[config.mk]
export PLATFORM = sky130hd
export DESIGN_NAME = exu_fpu_sched
export DESIGN_NICKNAME = d
export VERILOG_FILES = /design/src/rtl/veer_types.sv /design/src/rtl/exu_fpu_scoreboard.sv /design/src/rtl/exu_fpu_sched.sv
export SDC_FILE = /design/constraint.sdc
export NUM_CORES = 1
export LEC_CHECK = 0
export CELL_PAD_IN_SITES_DETAIL_PLACEMENT = 0
export CELL_PAD_IN_SITES_GLOBAL_PLACEMENT = 1
export CORE_ASPECT_RATIO = 1.4
export CORE_MARGIN = 8
export CORE_UTILIZATION = 48
export CTS_CLUSTER_DIAMETER = 80
export DETAILED_ROUTE_END_ITERATION = 8
export PLACE_DENSITY = 0.86
export SLEW_MARGIN = 0
export SYNTH_ARGS = -nofsm -noshare
export SYNTH_HDL_FRONTEND = slang
export SYNTH_SLANG_ARGS = --single-unit
[constraint.sdc]
create_clock -name clk -period 5.4 [get_ports clk]
set_clock_uncertainty 0.2 [all_clocks]
set_input_delay 1.08 -clock clk [delete_from_list [all_inputs] [get_ports clk]]
set_output_delay 1.08 -clock clk [all_outputs]
set_load 0.005 [all_outputs]
[src/rtl/veer_types.sv]
// Shared types for the EXU floating-point issue scheduler: the per-tag entry
// record, the scheduler FSM states and the fcsr flag width.
package veer_types;

    localparam int FFLAGS_W = 5;

    typedef struct packed {
        logic       valid;
        logic [4:0] rd;
        logic       wen;
        logic       long;
    } fpu_sched_entry_t;

    typedef enum logic [1:0] {
        IDLE  = 2'd0,
        BUSY  = 2'd1,
        FLUSH = 2'd2
    } fpu_sched_state_e;

endpackage

[src/rtl/exu_fpu_scoreboard.sv]
// 32-entry FP register scoreboard: one pending-write bit per FP register,
// set on issue, cleared on retire, bulk-cleared on flush. Looks up the three
// source registers and the destination register of the op offered by decode.
module exu_fpu_scoreboard (
    input  logic        clk,
    input  logic        rst,
    input  logic        flush_i,
    input  logic        set_i,
    input  logic [4:0]  set_rd_i,
    input  logic        clr_i,
    input  logic [4:0]  clr_rd_i,
    input  logic [14:0] rs_i,
    input  logic [2:0]  rs_used_i,
    input  logic        rd_chk_i,
    input  logic [4:0]  rd_i,
    output logic        hazard_o
);

    logic [31:0] sb_q;
    logic [31:0] sb_d;

    // Next scoreboard: retire clear and issue set never share a register (WAW blocks it); flush wins
    always_comb begin
        sb_d = sb_q;
        if (clr_i) begin
            sb_d[clr_rd_i] = 1'b0;
        end
        if (set_i) begin
            sb_d[set_rd_i] = 1'b1;
        end
        if (flush_i) begin
            sb_d = '0;
        end
    end

    // Scoreboard register
    always_ff @(posedge clk) begin
        if (rst) begin
            sb_q <= '0;
        end else begin
            sb_q <= sb_d;
        end
    end

    // RAW on any used source, WAW on the destination
    always_comb begin
        hazard_o = rd_chk_i & sb_q[rd_i];
        for (int i = 0; i < 3; i++) begin
            if (rs_used_i[i] && sb_q[rs_i[i*5 +: 5]]) begin
                hazard_o = 1'b1;
            end
        end
    end

endmodule

[src/rtl/exu_fpu_sched.sv]
// EXU FP issue scheduler and in-flight tracker. Gates decode into the FPU on
// scoreboard hazards, tag availability and a single outstanding div/sqrt,
// tracks in-flight ops by tag, returns results to writeback with their rd and
// accrues exception flags for fcsr.
// Optional feature: define EXU_FPU_FFLAGS_EN to build the sticky fflags
// accumulator; otherwise fflags is tied to zero and no flag state exists.
module exu_fpu_sched
    import veer_types::*;
#(
    parameter int DEPTH = 4,
    parameter int TAGW  = $clog2(DEPTH)
) (
    input  logic                clk,
    input  logic                rst,
    input  logic                dec_valid,
    output logic                dec_ready,
    input  logic [4:0]          dec_rd,
    input  logic                dec_wen,
    input  logic [14:0]         dec_rs,
    input  logic [2:0]          dec_rs_used,
    input  logic                dec_long,
    output logic                fpu_in_valid,
    input  logic                fpu_in_ready,
    output logic [TAGW-1:0]     fpu_tag,
    input  logic                fpu_out_valid,
    input  logic [TAGW-1:0]     fpu_out_tag,
    input  logic [FFLAGS_W-1:0] fpu_status,
    input  logic                flush,
    output logic                fpu_flush,
    output logic                wb_valid,
    output logic [4:0]          wb_rd,
    output logic                wb_wen,
    output logic [FFLAGS_W-1:0] fflags,
    input  logic                fflags_clr,
    output logic                busy
);

    fpu_sched_entry_t entry_q [DEPTH];
    fpu_sched_entry_t entry_d [DEPTH];
    logic [TAGW-1:0]  alloc_ptr_q;
    logic [TAGW-1:0]  alloc_ptr_d;
    fpu_sched_state_e state_q;
    fpu_sched_state_e state_d;

    logic [DEPTH-1:0] valid_vec;
    logic [DEPTH-1:0] retire_mask;
    logic             long_busy;
    logic             full;
    logic             hazard;
    logic             issue_ok;
    logic             accept;
    logic             retire;
    logic             last_retire;

    logic             wb_valid_q;
    logic [4:0]       wb_rd_q;
    logic             wb_wen_q;

    // Summaries of the in-flight table
    always_comb begin
        valid_vec   = '0;
        retire_mask = '0;
        long_busy   = 1'b0;
        for (int i = 0; i < DEPTH; i++) begin
            valid_vec[i] = entry_q[i].valid;
            if (entry_q[i].valid && entry_q[i].long) begin
                long_busy = 1'b1;
            end
        end
        if (retire) begin
            retire_mask[fpu_out_tag] = 1'b1;
        end
    end

    assign full        = entry_q[alloc_ptr_q].valid;
    assign issue_ok    = dec_valid & ~hazard & ~full & ~(dec_long & long_busy)
                         & (state_q != FLUSH) & ~flush;
    assign accept      = issue_ok & fpu_in_ready;
    // Results for tags not in flight, or arriving in a flush cycle, are dropped
    assign retire      = fpu_out_valid & entry_q[fpu_out_tag].valid & ~flush;
    assign last_retire = retire & ((valid_vec & ~retire_mask) == '0);

    assign fpu_in_valid = issue_ok;
    assign dec_ready    = accept;
    assign fpu_tag      = alloc_ptr_q;
    assign fpu_flush    = flush;

    exu_fpu_scoreboard u_sb (
        .clk       (clk),
        .rst       (rst),
        .flush_i   (flush),
        .set_i     (accept & dec_wen),
        .set_rd_i  (dec_rd),
        .clr_i     (retire & entry_q[fpu_out_tag].wen),
        .clr_rd_i  (entry_q[fpu_out_tag].rd),
        .rs_i      (dec_rs),
        .rs_used_i (dec_rs_used),
        .rd_chk_i  (dec_wen),
        .rd_i      (dec_rd),
        .hazard_o  (hazard)
    );

    // Next in-flight table and allocation pointer; accept and retire always hit different tags
    always_comb begin
        for (int i = 0; i < DEPTH; i++) begin
            entry_d[i] = entry_q[i];
        end
        alloc_ptr_d = alloc_ptr_q;
        if (retire) begin
            entry_d[fpu_out_tag].valid = 1'b0;
        end
        if (accept) begin
            entry_d[alloc_ptr_q] = '{valid: 1'b1, rd: dec_rd, wen: dec_wen, long: dec_long};
            alloc_ptr_d          = alloc_ptr_q + TAGW'(1);
        end
        if (flush) begin
            for (int i = 0; i < DEPTH; i++) begin
                entry_d[i].valid = 1'b0;
            end
            alloc_ptr_d = '0;
        end
    end

    // In-flight table registers; only the valid bits need a reset value
    always_ff @(posedge clk) begin
        if (rst) begin
            for (int i = 0; i < DEPTH; i++) begin
                entry_q[i].valid <= 1'b0;
                entry_q[i].rd    <= entry_d[i].rd;
                entry_q[i].wen   <= entry_d[i].wen;
                entry_q[i].long  <= entry_d[i].long;
            end
            alloc_ptr_q <= '0;
        end else begin
            for (int i = 0; i < DEPTH; i++) begin
                entry_q[i] <= entry_d[i];
            end
            alloc_ptr_q <= alloc_ptr_d;
        end
    end

    // FSM state register
    always_ff @(posedge clk) begin
        if (rst) begin
            state_q <= IDLE;
        end else begin
            state_q <= state_d;
        end
    end

    // FSM next state and busy output; flush overrides every state
    always_comb begin
        state_d = state_q;
        busy    = (state_q != IDLE);
        case (state_q)
            IDLE:    if (accept) state_d = BUSY;
            BUSY:    if (last_retire && !accept) state_d = IDLE;
            FLUSH:   state_d = IDLE;
            default: state_d = IDLE;
        endcase
        if (flush) begin
            state_d = FLUSH;
        end
    end

    // Writeback strobe one cycle after retire, with the retiring op's destination
    always_ff @(posedge clk) begin
        if (rst) begin
            wb_valid_q <= 1'b0;
            wb_rd_q    <= '0;
            wb_wen_q   <= 1'b0;
        end else begin
            wb_valid_q <= retire;
            if (retire) begin
                wb_rd_q  <= entry_q[fpu_out_tag].rd;
                wb_wen_q <= entry_q[fpu_out_tag].wen;
            end
        end
    end

    assign wb_valid = wb_valid_q;
    assign wb_rd    = wb_rd_q;
    assign wb_wen   = wb_wen_q;

`ifdef EXU_FPU_FFLAGS_EN
    logic [FFLAGS_W-1:0] fflags_q;
    logic [FFLAGS_W-1:0] fflags_d;

    // Clear first, then OR in this cycle's retire so a same-cycle result survives the clear
    always_comb begin
        fflags_d = fflags_clr ? '0 : fflags_q;
        if (retire) begin
            fflags_d = fflags_d | fpu_status;
        end
    end

    // Sticky accrued-flags register
    always_ff @(posedge clk) begin
        if (rst) begin
            fflags_q <= '0;
        end else begin
            fflags_q <= fflags_d;
        end
    end

    assign fflags = fflags_q;
`else
    logic unused_fflags_inputs;
    assign unused_fflags_inputs = ^{fpu_status, fflags_clr};
    assign fflags = '0;
`endif

endmodule

==> results by group, run 1 <==
Clock tree
  – Clock root buffer: clkbuf_16
  – Post-CTS Setup Inserts: 0
  – CTS H-tree depth: 3
  – CTS tree: yes
  – Total CTS buffers: 9
  – Post-CTS Hold Buffers: 0
  – CTS Buffer Depth: 2
  – Clock Sinks: 77
  – CTS clk-pin slew, worst paths: around 0.060 ns
  – Clock Latency Late Sink: between 0.3 and 0.4 ns

Finish
  – Fin nets: 532
  – Reg area: 0.00161 mm²
  – # diodes: 0
  – Proportion of layout cells with a drive suffix above 1: a little under a quarter
  – Number of fill cells: between 800 and 900
  – Synthesis-to-finish area growth: 18.9%
  – Final core occ: approximately three fifths
  – Multi-input logic area: 0.00284 mm²

Yosys
  – Mapped Cells: 448
  – Xor-xnor portion of the synthesized cell area: 0%
  – Syn Area/Cell: approximately 10 µm²
  – Mapped Area: ~0.0047 mm²
  – YS warnings: 0
  – Sequential fraction of the synthesis area: between 30% and 40%
  – Post-Synth Adder-Cell Area: 1.07%
  – Post-synthesis simple-gate area fraction: 13.5%
  – Primary FF master, synth: dfxtp_1
  – Count of cell types in the netlist: 52
  – Post-synth EDFFs: 7
  – Largest family of logic cells by synthesized area: multiplexers
  – Compound-Gate Fraction of Synth Area: 18.8%
  – Mux contribution to synthesized area: a little over a quarter
  – Async SR Flop Fraction: 0%
  – Synth Register Bits: 77

Timing
  – RSZ-0062 raised after global routing: no
  – Worst rel slew slack: around 44%
  – Worst Max-Slew Pin Slew: between 0.8 and 0.9 ns
  – Max Freq: about 190 MHz
  – Final setup vio count: 0
  – Endpoints failing hold: 0
  – Min cycle time layout: ~5.2 ns
  – Tcrit/Tclk final: 96.7%
  – Pins over their slew limit: 0
  – Final setup TNS: 0 ns

Die
  – Die Footprint: approximately 0.013 mm²
  – DIE WIDTH: around 100 µm
  – Die height: 133 µm
  – IO Pins: between 50 and 60
  – Core Box Area: ~0.0095 mm²
  – Initial core utilization: approximately half
  – Core Rows: 42

Critical path
  – Critical path's largest stage delay: 0.72 ns
  – Crit-path max FO: 8
  – Critical path, cell by cell: clkdlybuf4s50_1 > mux4_2 > a22oi_1 > o41ai_2 > a2111oi_4 > nand4_2 > inv_2 > clkdlybuf4s50_1
  – Worst setup SP type: input pin
  – Worst Setup End Kind: output pin
  – Crit path top cell by count: clkdlybuf4s50_1
  – Slowest stage cell, crit path: clkdlybuf4s50_1
  – CP Data Required Time: approximately 4.1 ns
  – Setup CP Type: input pin to output pin
  – Critical Path AT: a little under 4 ns

Route
  – DRT antenna net count: 0
  – DR WL/cell: 22.6 µm
  – Routed Wire Length: between 10,000 and 15,000 µm
  – 1st-iter DRT viols: between 300 and 400
  – Vias per cell: 6.43
  – Routed via count: 4,028
  – Residual DRC: 0
  – 1st-pass router iterations: 5

Place
  – GPL Wtd Cong: 1.00
  – Count of input and output buffers: 45
  – Detailed placement HPWL: 10,200 µm

Global route
  – Global-route wire length before repair: about 23,000 µm
  – Vias in the first global route: about 4,200
  – Total track usage: 22.0%
  – Initial antenna violation count: 0
  – Largest net degree at the start of global routing: 42
  – GRT overflow: 0

Job
  – Max-Cap Viols: 0

Status
  – Status: completed

Power and ir drop
  – Lkg Pwr: ~0.0020 µW
  – Power per cell area: 249 mW/mm²
  – Max VDD drop: roughly 160 µV

Worst hold path
  – Hold/Removal Path Class: register to register
## cell usage after synthesis, types with 10 or more instances
cell | instances | area (µm²)
nor2_1 | 19 | 71.3
mux4_2 | 31 | 698
nand2_1 | 34 | 128
nor3_1 | 10 | 50.1
mux2_2 | 31 | 349
o21ai_1 | 11 | 55.1
dfxtp_1 | 70 | 1400
o31ai_1 | 20 | 150
inv_1 | 18 | 67.6
o211ai_1 | 33 | 248
mux2i_1 | 20 | 200
clkbuf_1 | 21 | 78.8
## logic make-up (layout without fill, tap and decap cells)
logic type,count (synthesis),count (layout)
buffers and inverters,57,99
AND/OR/NAND/NOR,118,118
flip-flops,77,77
other,1,5
AO/OA/AOI/OAI,109,109
adder cells (fa/ha/maj),4,4
multiplexers,82,82
## critical path, delay by kind of cell
kind / cells / cell delay (ns)
muxes: 1 / 0.55
buffers and inverters: 3 / 1.31
AOI/OAI and AO/OA: 3 / 0.83
and+or+nand+nor: 1 / 0.17
## layer usage
layer,global-route usage [%],vias up,part of all wire [%]
met5,0,-,0
met4,11.7,0,4.7
met3,3.36,54,5.6
met2,39.1,176,51
met1,24.3,1981,39
li1,-,1817,-
## final timing paths
path                   endpoint  depth (start not counted)  slack [ns]          start
setup reg to reg  entry_q[1][3]                          7        1.87  u_sb.sb_q[22]
hold reg to reg   entry_q[3][6]                          1        0.28  entry_q[3][6]
setup / recovery      dec_ready                          8        0.18      dec_rs[0]
hold / removal    entry_q[3][6]                          1        0.28  entry_q[3][6]
## placed cells by master (no fill, tap or decap), types with 3 or more instances in the layout
cell type         n
nand2_1          34
a22oi_1           7
a211oi_1          4
o22ai_1           3
mux4_2           31
nand3_1           9
ha_1              4
and3_1            3
nand4_2           4
mux2i_1          20
mux2_2           31
nor3_1           10
conb_1            5
nand2b_1          9
a21oi_1           4
nand3b_1          6
a2111oi_2         3
o21ai_1          11
inv_1            18
clkbuf_16         9
o31ai_1          20
a31oi_1           3
dfxtp_1          70
nor2b_1           9
clkdlybuf4s50_1  44
nor2_1           18
o41ai_2           6
nand4_1           3
edfxtp_1          7
buf_4            19
o211ai_1         33
## cell type report
class                      instances  area share [%]
multi-input combinational        318            50.8
clock buffer                      13            4.66
clock inverter                     3           0.784
inverter                          19            1.28
tap                              132            2.96
timing repair buffer              64            10.7
sequential                        77            28.9
## sequential cells by signal, indices dropped and copies added (netlist names), named ones only
name and flops:
fpu_tag 2, wb_rd 5, state_q 2, wb_valid 1, entry_q 32, u_sb.sb_q 32, wb_wen 1
## what timing repair did
action,4_1_cts,5_1_grt
gates resized for setup,0,1
hold endpoints to repair,0,0
setup endpoints to repair,0,1
## metrics by stage
step | power (µW) | hold slack [ns] | cell area [µm²] | instances | setup slack (ns)
3_5_place_dp | 784 | 0.251 | 5280 | 610 | 0.0995
2_1_floorplan | 724 | 0.209 | 4710 | 452 | 1.12
5_1_grt | 1430 | 0.295 | 5590 | 626 | 0.0780
3_3_place_gp | 779 | 0.233 | 5280 | 610 | 0.140
6_report | 1390 | 0.280 | 5590 | 626 | 0.180
4_1_cts | 1390 | 0.276 | 5580 | 626 | 0.0859
## report_power, final
part | leakage, µW | internal (µW) | total, µW | switching (µW)
clock network | 0.000150 | 383 | 613 | 230
logic | 0.00124 | 80.8 | 174 | 92.7
registers | 0.000615 | 593 | 601 | 8.21
total | 0.00201 | 1060 | 1390 | 331
No activity file was read; power rests on OpenSTA's default activity.
==> run 2: changes to the inputs <==
--- a/config.mk
+++ b/config.mk
@@ -17,3 +17,4 @@
 export SYNTH_ARGS = -nofsm -noshare
 export SYNTH_HDL_FRONTEND = slang
 export SYNTH_SLANG_ARGS = --single-unit
+export TNS_END_PERCENT = 10
==> results of run 2 <==
The final DEF is identical to that of run 1; final timing and power are the same.
==> run 3: changes to the inputs <==
--- a/config.mk
+++ b/config.mk
@@ -12,7 +12,7 @@
 export CORE_UTILIZATION = 48
 export CTS_CLUSTER_DIAMETER = 80
 export DETAILED_ROUTE_END_ITERATION = 8
-export PLACE_DENSITY = 0.86
+export PLACE_DENSITY = 0.89
 export SLEW_MARGIN = 0
 export SYNTH_ARGS = -nofsm -noshare
 export SYNTH_HDL_FRONTEND = slang
==> run 3 against run 2 <==
  * Final cell count decreased by 0.48%
  * Critical path depth unchanged
  * Non-clock buffer count decreased by 2
  * Via count decreased by 1.9%
  * Die area stayed put
  * Maximum frequency fell by 0.96%
  * First-iteration DRC count is 5.0% lower
  * Flip-flop and latch count unchanged
  * Setup slack worse by 0.050 ns
  * Count of clock-buffer cells in the layout is 1 lower
  * Utilization down 0.26 points
  * Routed wire length decreased by 2.5%
  * Largest power group is now sequential cells
  * Highest routed layer unchanged
==> results by group, run 3 (synthesized netlist as in run 1, its figures left out) <==
Status
  – Status: completed

Global route
  – Busiest grt layer: met2
  – Vias in the first global route: 3,988
  – Global-route wire length before repair: around 22,000 µm
  – Met1 usage: between 20% and 30%
  – Initial antenna violation count: 0
  – GRT overflow: 0
  – GR Util met3: under 10%
  – Largest net degree at the start of global routing: between 40 and 50
  – Met2 GRT Util: 36.1%
  – Total track usage: approximately a fifth

Clock tree
  – Total CTS buffers: 9
  – Clock Sinks: a little under 80
  – CTS clk-pin slew, worst paths: about 0.060 ns
  – CTS tree: yes
  – CTS H-tree depth: 3
  – Clock Latency Late Sink: around 0.34 ns
  – Clock root buffer: clkbuf_16
  – CTS Buffer Depth: 2

Route
  – Residual DRC: 0
  – Vias per cell: about 6.3
  – DR WL/cell: about 22 µm
  – 1st-pass router iterations: 5
  – Routed via count: 3,953
  – DRT antenna net count: 0
  – Routed Wire Length: around 14,000 µm
  – 1st-iter DRT viols: about 350

Die
  – Core Box Area: approximately 0.0095 mm²
  – Die height: around 130 µm
  – Initial core utilization: between 40% and 50%
  – DIE WIDTH: about 100 µm
  – Die Footprint: about 0.013 mm²
  – IO Pins: between 50 and 60
  – Core Rows: between 40 and 50

Critical path
  – Crit-path max FO: 5
  – Setup CP Type: input pin to output pin
  – Worst setup SP type: input pin
  – Critical Path AT: roughly 4 ns
  – Reg2reg path depth: 7
  – Crit path top cell by count: clkdlybuf4s50_1
  – CP Data Required Time: 4.12 ns
  – Critical path's largest stage delay: 0.65 ns
  – Slowest stage cell, crit path: clkdlybuf4s50_1
  – R2R setup slack: slightly below 2 ns
  – Critical path, cell by cell: clkdlybuf4s50_1 > mux4_2 > mux2_2 > o221a_2 > a2111oi_4 > nand4_2 > inv_2 > clkdlybuf4s50_1
  – Worst r2r src: u_sb.sb_q[20]
  – Worst Setup End Kind: output pin
  – Crit. Startpoint: dec_rs[10]

Worst hold path
  – Hold path startpoint: state_q[1]
  – Hold/Removal Path Class: register to register
  – Hold Path Depth: 1

Finish
  – Commonest cells after routing, fill and taps aside: dfxtp_1, clkdlybuf4s50_1, nand2_1
  – Commonest non-fill, non-tap cell in the layout: dfxtp_1
  – Proportion of layout cells with a drive suffix above 1: 23.2%
  – Number of fill cells: a little over 800
  – Synthesis-to-finish area growth: 18.4%
  – Fin nets: between 500 and 600
  – Layout Cells excl Fill: 623
  – # diodes: 0

Place
  – GPL Wtd Cong: ~0.99
  – Placed Cells: just over 600
  – Count of input and output buffers: 45
  – Detailed placement HPWL: 10,200 µm

Timing
  – Endpoints failing hold: 0
  – Min cycle time layout: ~5.3 ns
  – Worst rel slew slack: 44.1%
  – Tcrit/Tclk final: 97.6%
  – Final setup vio count: 0
  – Max Freq: 190 MHz
  – Worst Max-Slew Pin Slew: 0.830 ns
  – Pins over their slew limit: 0
  – RSZ-0062 raised after global routing: no
  – Final setup TNS: 0 ns

Power and ir drop
  – Power per cell area: between 200 and 250 mW/mm²
  – Lkg Pwr: 0.00199 µW
  – Max VDD drop: between 150 and 200 µV

Job
  – Max-Cap Viols: 0
==> run 3: cell count changes in the layout (fill, tap and decap cells not counted) <==
| cell | previous run | this run |
|---|---|---|
| clkbuf_8 | 2 | 1 |
| clkinv_4 | 1 | 2 |
| buf_4 | 19 | 17 |
| clkinv_2 | 1 | 0 |
==> run 3: through the flow <==
step	cell area (µm²)	total power (µW)	hold slack (ns)	setup slack, ns	utilization [%]
after floorplan	4710	724	0.209	1.12	-
after global placement	5260	779	0.235	0.137	55.3
after detailed placement	5260	784	0.245	0.107	55.3
after CTS	5560	1380	0.247	0.0920	58.4
after global routing	5560	1420	0.273	0.00838	58.5
final	5560	1370	0.247	0.130	58.5
==> run 3: power breakdown <==
| part | switching [µW] | internal (µW) | total [µW] | leakage [µW] |
|---|---|---|---|---|
| sequential | 7.79 | 593 | 601 | 0.000615 |
| combinational | 91.5 | 80.0 | 172 | 0.00123 |
| clock | 228 | 370 | 598 | 0.000143 |
==> run 3: cell type report <==
type	count	area [µm²]	area share, %
inverters	19	71.3	1.28
flip-flops and latches	77	1610	29.0
clock buffers	12	246	4.43
multi-input cells	318	2840	51.0
clock inverters	3	47.5	0.855
repair buffers	62	581	10.4
well taps	132	165	2.97
==> run 3: final timing paths <==
kind / endpoint
setup / recovery: dec_ready
hold / removal: state_q[0]
setup reg to reg: entry_q[1][6]
hold reg to reg: state_q[0]
==> run 3: what timing repair did <==
action,4_1_cts,5_1_grt
endpoints found under the hold margin,0,0
resized for setup,0,1
setup endpoints to repair,0,1
setup buffers,0,0
hold buffers,0,0
==> run 3: worst max-delay path, delay by kind of cell <==
kind,cells,cell delay [ns]
buf+inv,3,1.24
simple gates,1,0.16
compound gates,2,0.67
mux,2,0.83
==> run 3: routing by layer <==
layer / routed length [µm] / part of all wire [%]
met4: 779 / 5.7
met2: 6920 / 50
met1: 5170 / 38
met3: 892 / 6.5
met5: 0 / 0
